<file path="src/rtl/md5_pad_stream_if.sv">
// Stream bundle between a byte-oriented message source, md5_pad_stream and the
// MD5 compression core: beat input channel plus 512-bit block output channel.
interface md5_pad_stream_if #(
    parameter int IN_W = 32
) ();
    localparam int BYTES = IN_W / 8;
    localparam int BP_W  = $clog2(BYTES) + 1;

    logic [IN_W-1:0] in_data;
    logic            in_valid;
    logic            in_ready;
    logic            in_last;
    logic [BP_W-1:0] in_bytes;
    logic [511:0]    blk_data;
    logic            blk_valid;
    logic            blk_ready;
    logic            blk_first;
    logic            blk_last;

    // master: the environment (message source + block consumer); slave: the padder
    modport master (
        output in_data, in_valid, in_last, in_bytes, blk_ready,
        input  in_ready, blk_data, blk_valid, blk_first, blk_last
    );

    modport slave (
        input  in_data, in_valid, in_last, in_bytes, blk_ready,
        output in_ready, blk_data, blk_valid, blk_first, blk_last
    );
endinterface

</file>
<file path="src/rtl/md5_pad_stream.sv">
// Streaming MD5 padder/block framer: packs IN_W-bit beats into 512-bit blocks with
// 0x80 marker, zero fill and 64-bit bit length. Optional MD5_PAD_BE_EN adds be_mode.
module md5_pad_stream #(
    parameter int IN_W = 32
) (
    input  logic                in_clk,
    input  logic                reset,
    md5_pad_stream_if.slave     strm,
`ifdef MD5_PAD_BE_EN
    input  logic                be_mode,
`endif
    output logic                busy
);
    localparam int BYTES = IN_W / 8;
    localparam int BP_W  = $clog2(BYTES) + 1;
    localparam int WORDS = 512 / IN_W;
    localparam int PTR_W = $clog2(WORDS);
    localparam int BSH   = $clog2(BYTES);

    typedef enum logic [2:0] {
        ST_FILL       = 3'd0,
        ST_PAD        = 3'd1,
        ST_EMIT_MID   = 3'd2,
        ST_EMIT_EXTRA = 3'd3,
        ST_EMIT_FINAL = 3'd4,
        ST_LEN        = 3'd5
    } state_t;

    state_t             state_r;
    logic [511:0]       buf_r;
    logic [PTR_W-1:0]   ptr_r;
    logic [6:0]         byte_ptr_r;
    logic [60:0]        cnt_r;
    logic               first_pend_r;
    logic               pad_pend_r;
    logic               in_ready_r;
    logic               blk_valid_r;
    logic               blk_first_r;
    logic               blk_last_r;
    logic               busy_r;

    logic               acc_s;
    logic               hs_s;
    logic               be_eff_s;
    logic [BP_W-1:0]    nbytes_s;
    logic [5:0]         base_s;
    logic [6:0]         byte_ptr_s;
    logic [63:0]        len_s;
    logic [511:0]       beat_buf_s;
    logic [511:0]       mark_buf_s;

    function automatic logic [511:0] put_byte(input logic [511:0] blk, input logic [5:0] idx,
                                              input logic [7:0] val, input logic be);
        logic [511:0] res;
        logic [8:0]   pos;
        res = blk;
        if (be) begin
            pos = 9'd504 - {idx, 3'b000};
        end else begin
            pos = {idx, 3'b000};
        end
        res[pos +: 8] = val;
        return res;
    endfunction

    function automatic logic [511:0] put_len(input logic [511:0] blk, input logic [63:0] len,
                                             input logic be);
        logic [511:0] res;
        res = blk;
        if (be) begin
            res[63:0] = len;
        end else begin
            res[511:448] = len;
        end
        return res;
    endfunction

    assign acc_s      = strm.in_valid & in_ready_r;
    assign hs_s       = blk_valid_r & strm.blk_ready;
    assign base_s     = 6'(ptr_r) << BSH;
    assign byte_ptr_s = {1'b0, base_s} + 7'(nbytes_s);
    assign len_s      = {cnt_r, 3'b000};
    assign mark_buf_s = put_byte(buf_r, byte_ptr_r[5:0], 8'h80, be_eff_s);

`ifdef MD5_PAD_BE_EN
    logic be_r;

    // Byte order latched from the first beat of each message
    always_ff @(posedge in_clk) begin
        if (reset) begin
            be_r <= 1'b0;
        end else if (acc_s && !busy_r) begin
            be_r <= be_mode;
        end else begin
            be_r <= be_r;
        end
    end

    assign be_eff_s = busy_r ? be_r : be_mode;
`else
    assign be_eff_s = 1'b0;
`endif

    // Valid bytes in the current beat; oversize counts on a last beat are clamped
    always_comb begin
        if (!strm.in_last) begin
            nbytes_s = BP_W'(BYTES);
        end else if (strm.in_bytes > BP_W'(BYTES)) begin
            nbytes_s = BP_W'(BYTES);
        end else begin
            nbytes_s = strm.in_bytes;
        end
    end

    // Buffer image after writing the incoming beat, bytes past the count zeroed
    always_comb begin
        beat_buf_s = buf_r;
        for (int j = 0; j < BYTES; j++) begin
            if (BP_W'(j) < nbytes_s) begin
                beat_buf_s = put_byte(beat_buf_s, base_s + 6'(j), strm.in_data[8*j +: 8], be_eff_s);
            end else begin
                beat_buf_s = put_byte(beat_buf_s, base_s + 6'(j), 8'h00, be_eff_s);
            end
        end
    end

    // Framing FSM with registered handshake/status outputs
    always_ff @(posedge in_clk) begin
        if (reset) begin
            state_r      <= ST_FILL;
            buf_r        <= 512'd0;
            ptr_r        <= '0;
            byte_ptr_r   <= 7'd0;
            cnt_r        <= 61'd0;
            first_pend_r <= 1'b1;
            pad_pend_r   <= 1'b0;
            in_ready_r   <= 1'b1;
            blk_valid_r  <= 1'b0;
            blk_first_r  <= 1'b0;
            blk_last_r   <= 1'b0;
            busy_r       <= 1'b0;
        end else begin
            case (state_r)
                ST_FILL: begin
                    if (acc_s) begin
                        buf_r  <= beat_buf_s;
                        cnt_r  <= cnt_r + 61'(nbytes_s);
                        busy_r <= 1'b1;
                        if (strm.in_last) begin
                            state_r    <= ST_PAD;
                            byte_ptr_r <= byte_ptr_s;
                            in_ready_r <= 1'b0;
                        end else if (ptr_r == PTR_W'(WORDS - 1)) begin
                            state_r     <= ST_EMIT_MID;
                            in_ready_r  <= 1'b0;
                            blk_valid_r <= 1'b1;
                            blk_first_r <= first_pend_r;
                        end else begin
                            ptr_r <= ptr_r + PTR_W'(1);
                        end
                    end
                end
                ST_PAD: begin
                    blk_valid_r <= 1'b1;
                    blk_first_r <= first_pend_r;
                    if (byte_ptr_r == 7'd64) begin
                        // Block is full of data: marker goes into a block of its own
                        state_r    <= ST_EMIT_MID;
                        pad_pend_r <= 1'b1;
                    end else if (byte_ptr_r <= 7'd55) begin
                        buf_r      <= put_len(mark_buf_s, len_s, be_eff_s);
                        state_r    <= ST_EMIT_FINAL;
                        blk_last_r <= 1'b1;
                    end else begin
                        buf_r   <= mark_buf_s;
                        state_r <= ST_EMIT_EXTRA;
                    end
                end
                ST_EMIT_MID, ST_EMIT_EXTRA, ST_EMIT_FINAL: begin
                    if (hs_s) begin
                        buf_r        <= 512'd0;
                        ptr_r        <= '0;
                        blk_valid_r  <= 1'b0;
                        blk_first_r  <= 1'b0;
                        blk_last_r   <= 1'b0;
                        first_pend_r <= 1'b0;
                        if (state_r == ST_EMIT_FINAL) begin
                            state_r      <= ST_FILL;
                            cnt_r        <= 61'd0;
                            first_pend_r <= 1'b1;
                            in_ready_r   <= 1'b1;
                            busy_r       <= 1'b0;
                        end else if (state_r == ST_EMIT_EXTRA) begin
                            state_r <= ST_LEN;
                        end else if (pad_pend_r) begin
                            state_r    <= ST_PAD;
                            pad_pend_r <= 1'b0;
                            byte_ptr_r <= 7'd0;
                        end else begin
                            state_r    <= ST_FILL;
                            in_ready_r <= 1'b1;
                        end
                    end
                end
                ST_LEN: begin
                    buf_r       <= put_len(buf_r, len_s, be_eff_s);
                    state_r     <= ST_EMIT_FINAL;
                    blk_valid_r <= 1'b1;
                    blk_first_r <= first_pend_r;
                    blk_last_r  <= 1'b1;
                end
                default: begin
                    state_r     <= ST_FILL;
                    buf_r       <= 512'd0;
                    ptr_r       <= '0;
                    in_ready_r  <= 1'b1;
                    blk_valid_r <= 1'b0;
                    blk_first_r <= 1'b0;
                    blk_last_r  <= 1'b0;
                    busy_r      <= 1'b0;
                end
            endcase
        end
    end

    assign strm.in_ready  = in_ready_r;
    assign strm.blk_data  = buf_r;
    assign strm.blk_valid = blk_valid_r;
    assign strm.blk_first = blk_first_r;
    assign strm.blk_last  = blk_last_r;
    assign busy           = busy_r;

endmodule
</file>
<file path="src/flat_wrapper.sv">
// flat-port wrapper written by rule: the top's interface ports become plain ports
module md5_pad_stream_flat 
#(
    parameter int IN_W = 32
)
  (in_clk, reset, busy, strm_in_data, strm_in_valid, strm_in_last, strm_in_bytes, strm_blk_ready, strm_in_ready, strm_blk_data, strm_blk_valid, strm_blk_first, strm_blk_last);
  md5_pad_stream_if #(.IN_W(IN_W)) strm_i ();
  input  logic in_clk;
  input  logic reset;
  output logic busy;
  input wire logic [$bits(strm_i.in_data)-1:0] strm_in_data;
  input wire logic [$bits(strm_i.in_valid)-1:0] strm_in_valid;
  input wire logic [$bits(strm_i.in_last)-1:0] strm_in_last;
  input wire logic [$bits(strm_i.in_bytes)-1:0] strm_in_bytes;
  input wire logic [$bits(strm_i.blk_ready)-1:0] strm_blk_ready;
  output wire logic [$bits(strm_i.in_ready)-1:0] strm_in_ready;
  output wire logic [$bits(strm_i.blk_data)-1:0] strm_blk_data;
  output wire logic [$bits(strm_i.blk_valid)-1:0] strm_blk_valid;
  output wire logic [$bits(strm_i.blk_first)-1:0] strm_blk_first;
  output wire logic [$bits(strm_i.blk_last)-1:0] strm_blk_last;
  assign strm_i.in_data = strm_in_data;
  assign strm_i.in_valid = strm_in_valid;
  assign strm_i.in_last = strm_in_last;
  assign strm_i.in_bytes = strm_in_bytes;
  assign strm_i.blk_ready = strm_blk_ready;
  assign strm_in_ready = strm_i.in_ready;
  assign strm_blk_data = strm_i.blk_data;
  assign strm_blk_valid = strm_i.blk_valid;
  assign strm_blk_first = strm_i.blk_first;
  assign strm_blk_last = strm_i.blk_last;
  md5_pad_stream #(.IN_W(IN_W)) u_core (.in_clk(in_clk), .reset(reset), .strm(strm_i), .busy(busy));
endmodule
</file>
<file path="config.mk">
export PLATFORM = sky130hd
export DESIGN_NAME = md5_pad_stream_flat
export DESIGN_NICKNAME = d
export VERILOG_FILES = /design/src/rtl/md5_pad_stream_if.sv /design/src/rtl/md5_pad_stream.sv /design/src/flat_wrapper.sv
export SDC_FILE = /design/constraint.sdc
export NUM_CORES = 2
export LEC_CHECK = 0
export CAP_MARGIN = 25
export CORE_UTILIZATION = 51
export DETAILED_ROUTE_END_ITERATION = 6
export PLACE_DENSITY = 0.88
export SLEW_MARGIN = 20
export SYNTH_ARGS = -nofsm -noshare
export SYNTH_HDL_FRONTEND = slang
export SYNTH_SLANG_ARGS = --single-unit
</file>
<file path="constraint.sdc">
create_clock -name in_clk -period 4.1 [get_ports in_clk]
set_input_delay 0.82 -clock in_clk [delete_from_list [all_inputs] [get_ports in_clk]]
set_output_delay 0.82 -clock in_clk [all_outputs]
set_load 0.02 [all_outputs]
</file>
==> results.md <==
* Hold_ws at 0.4608 ns
* RSZ-0062 raised after global routing: no
* Nets at 3450
* Critical path type: register to register
* Initial Utilization at 0.5194
* Port bufs at 556
* Crit path DAT at 4.17 ns
* Max-slew headroom at the worst pin at 0.1774
* Die area at 0.05096 mm2
* Top_reg_cell synth: dfxtp_1
* Hold_buf cts at 0
* P per Cell Area at 570.7 mW/mm2
* Vias at 28480
* Setup bufs post-CTS at 0
* Final instance area at 0.03434 mm2
* Placement Cell Area at 0.03225 mm2
* CTS tree: done
* Crit path cell chain: inv_1 > ha_1 > buf_4 > or3_1 > a21oi_1 > nor2_1 > o21ai_0 > a31oi_1 > a22o_1
* Setup TNS at 0 ns
* Gate Count Post-Synth at 2857
* H-Tree Depth at 2
* Synth cell types at 84
* Total gr overflow at 0
* Core ar. at 0.04915 mm2
* Final hold viol count at 0
* Total power at 19.60 mW
* Part of the cycle the worst path needs at 0.8721
* Drt via density at 6.937
* Yosys warnings at 0
* Routed length per placed instance at 29.48 um
* Syn-to-layout area delta at 34.50%
* Vias in the first global route at 27340
* Post-layout min period at 3.576 ns
* VDD IR max at 422.1 uV
* Num ports at 557
* Die X at 225.7 um
* Resize count post-CTS at 0
* DRT Pass-1 Iters at 7
* Outcome: finished with violations
* Part of the Yosys area used for sequential elements at 0.4657
* Yosys reg bits at 594
* Largest net degree at the start of global routing at 64
* Worst-Margin Slew at 1.230 ns
* Worst Hold Class: register to register
* Max cap viols at 0
* Routability cong. at 1.068
* N_diodes at 0
* Post-Syn Area at 0.02553 mm2
* Layout Skew at 0.02904 ns
* Sink Count at 594
* Mapped Nets at 2914
* Routed WL at 121000 um
* CTS clk-pin slew, worst paths at 0.07 ns
* Setup crit end kind: register
* Setup-failing EPs final at 0
* Clock buffer count from CTS at 59
* Register Area at 0.01189 mm2
* GRT Overall Usage at 0.4566
* Asr flop ratio synth at 0
* Multi-input logic area at 0.01263 mm2
* Violated checks: design-rule violations
* Fill count at 3703
* Req. time, crit path at 4.70 ns
* ANT nets after route at 0
* Initial antenna violation count at 1
* Max frequency at 279.7 MHz
* Final Max Slew Viols at 0
* Total leakage power at 11.79 nW
* Mapped Avg Cell Area at 8.937 um2
* Post-detail-place hpwl at 88130 um
* Worst path max stage delay at 0.85 ns
* First-pass GRT wire length at 174900 um
* FP Rows at 81
* Post-synth EDFFs at 0
* Critical path peak fanout at 12
* Remaining routing DRC violations at 9
* CP max-delay cell: a31oi_1
* Die Y at 225.7 um
* Initial DRC Count at 3730
* Worst Setup Start Kind: register
* Clock Tree Buf Depth at 3
* Root buffer cell: clkbuf_16
* Clk_lat worst skew at 0.66 ns
* Share of layout cells above drive strength 1 at 0.09009
-- layer usage --
| layer | track usage | vias up | part of all wire |
|---|---|---|---|
| met5 | 0 | - | 0.00012 |
| met4 | 0.2952 | 2 | 0.070 |
| met3 | 0.1388 | 567 | 0.13 |
| met2 | 0.6973 | 2293 | 0.44 |
| met1 | 0.5571 | 13710 | 0.37 |
| li1 | - | 11900 | - |
-- sequential cells by signal (all words and copies together), names as in the netlist --
name	cells
u_core.strm.in_ready	1
u_core.ptr_r	4
u_core.strm.blk_valid	1
u_core.busy	1
u_core.strm.blk_first	1
u_core.pad_pend_r	1
u_core.strm.blk_last	1
u_core.first_pend_r	1
u_core.strm.blk_data	512
u_core.state_r	3
u_core.byte_ptr_r	7
u_core.cnt_r	61
-- power by group --
group          internal (mW)  switching (mW)  total (mW)
Combinational           1.82            5.87        7.69
Clock                   3.34            2.46        5.79
Sequential              5.91           0.204        6.12
-- cell usage after synthesis, types with 14 or more instances --
master     instances  share of area
clkbuf_1         198          0.029
nand2b_1          18         0.0044
nand4_1           44          0.011
nor3_1            57          0.011
a22oi_1           62          0.018
and2_1            26         0.0064
a32o_1           130          0.051
or3_1             17         0.0042
o21ai_0          197          0.039
nand2_1          256          0.038
buf_1             29         0.0043
a221oi_1          22         0.0075
ha_1              16         0.0078
a21oi_1          192          0.038
and3_1            38         0.0093
nor4_1            14         0.0034
inv_1             44         0.0065
xnor2_1           25         0.0086
a222oi_1          15         0.0059
nor2b_1           34         0.0083
a22o_1           122          0.042
o211ai_1          21         0.0062
xor2_1            25         0.0086
dfxtp_1          594           0.47
nor2_1           191          0.028
o2bb2ai_1         89          0.031
o31ai_1           22         0.0065
a32oi_1           34          0.012
a31oi_1           15         0.0037
nand3_1          121          0.024
-- cell families (layout without fill, tap and decap cells) --
family / after synthesis / after routing / synth area share
AO/OA/AOI/OAI: 1024 / 1024 / 0.2923
XOR/XNOR: 50 / 50 / 0.01715
adder cells (fa/ha/maj): 17 / 17 / 0.008625
buffers and inverters: 280 / 864 / 0.04229
flip-flops: 594 / 594 / 0.4657
multiplexers: 10 / 10 / 0.004116
AND/OR/NAND/NOR: 882 / 882 / 0.1698
-- worst max-delay path, delay by kind of cell (launching register included) --
family / cells / cell delay [ns]
buf+inv: 2 / 0.48
compound gates: 4 / 1.47
fa+ha+maj: 1 / 0.41
flops: 1 / 0.32
simple gates: 2 / 0.85
-- placed cells by master (no fill, tap or decap), drive strengths merged, types with 14 or more instances in the layout --
cell,count
nor4,14
xor2,25
clkdlybuf4s50,553
o211ai,21
nor3,58
nand4,45
clkinv,15
nand2,256
and3,38
nor2b,34
o22ai,14
a22oi,62
nand2b,18
and2,29
buf,157
o31ai,22
a222oi,15
a32oi,34
clkbuf,81
a31oi,15
o2bb2ai,89
a22o,122
a221oi,22
or3,18
o21ai,203
a21oi,192
nand3,122
nor2,191
xnor2,25
ha,16
a32o,130
dfxtp,594
inv,47
-- final cells by class --
class / instances / share of cell area
clock inverters: 28 / 0.01104
inverters: 45 / 0.004919
multi-input cells: 1983 / 0.3678
flip-flops and latches: 594 / 0.3463
clock buffers: 81 / 0.04919
repair buffers: 710 / 0.1966
well taps: 664 / 0.02419
-- through the flow --
step / std cells / util / setup WS (ns)
2_1_floorplan: 2857 / - / 0.3855
3_3_place_gp: 3993 / 0.6556 / 0.2176
3_5_place_dp: 3995 / 0.6561 / 0.1762
4_1_cts: 4104 / 0.6981 / 0.6180
5_1_grt: 4105 / 0.6987 / 0.4545
6_report: 4105 / 0.6987 / 0.5244
-- worst paths after layout --
kind | cells past startpoint | to | slack [ns] | startpoint
worst max register to register | 9 | u_core.strm.blk_data[338] | 0.52 | u_core.byte_ptr_r[0]
worst min-delay path | 2 | u_core.strm.blk_first | 0.46 | u_core.strm.blk_first
worst min register to register | 2 | u_core.strm.blk_first | 0.46 | u_core.strm.blk_first
worst max-delay path | 9 | u_core.strm.blk_data[338] | 0.52 | u_core.byte_ptr_r[0]
No activity file was read; power rests on OpenSTA's default activity.
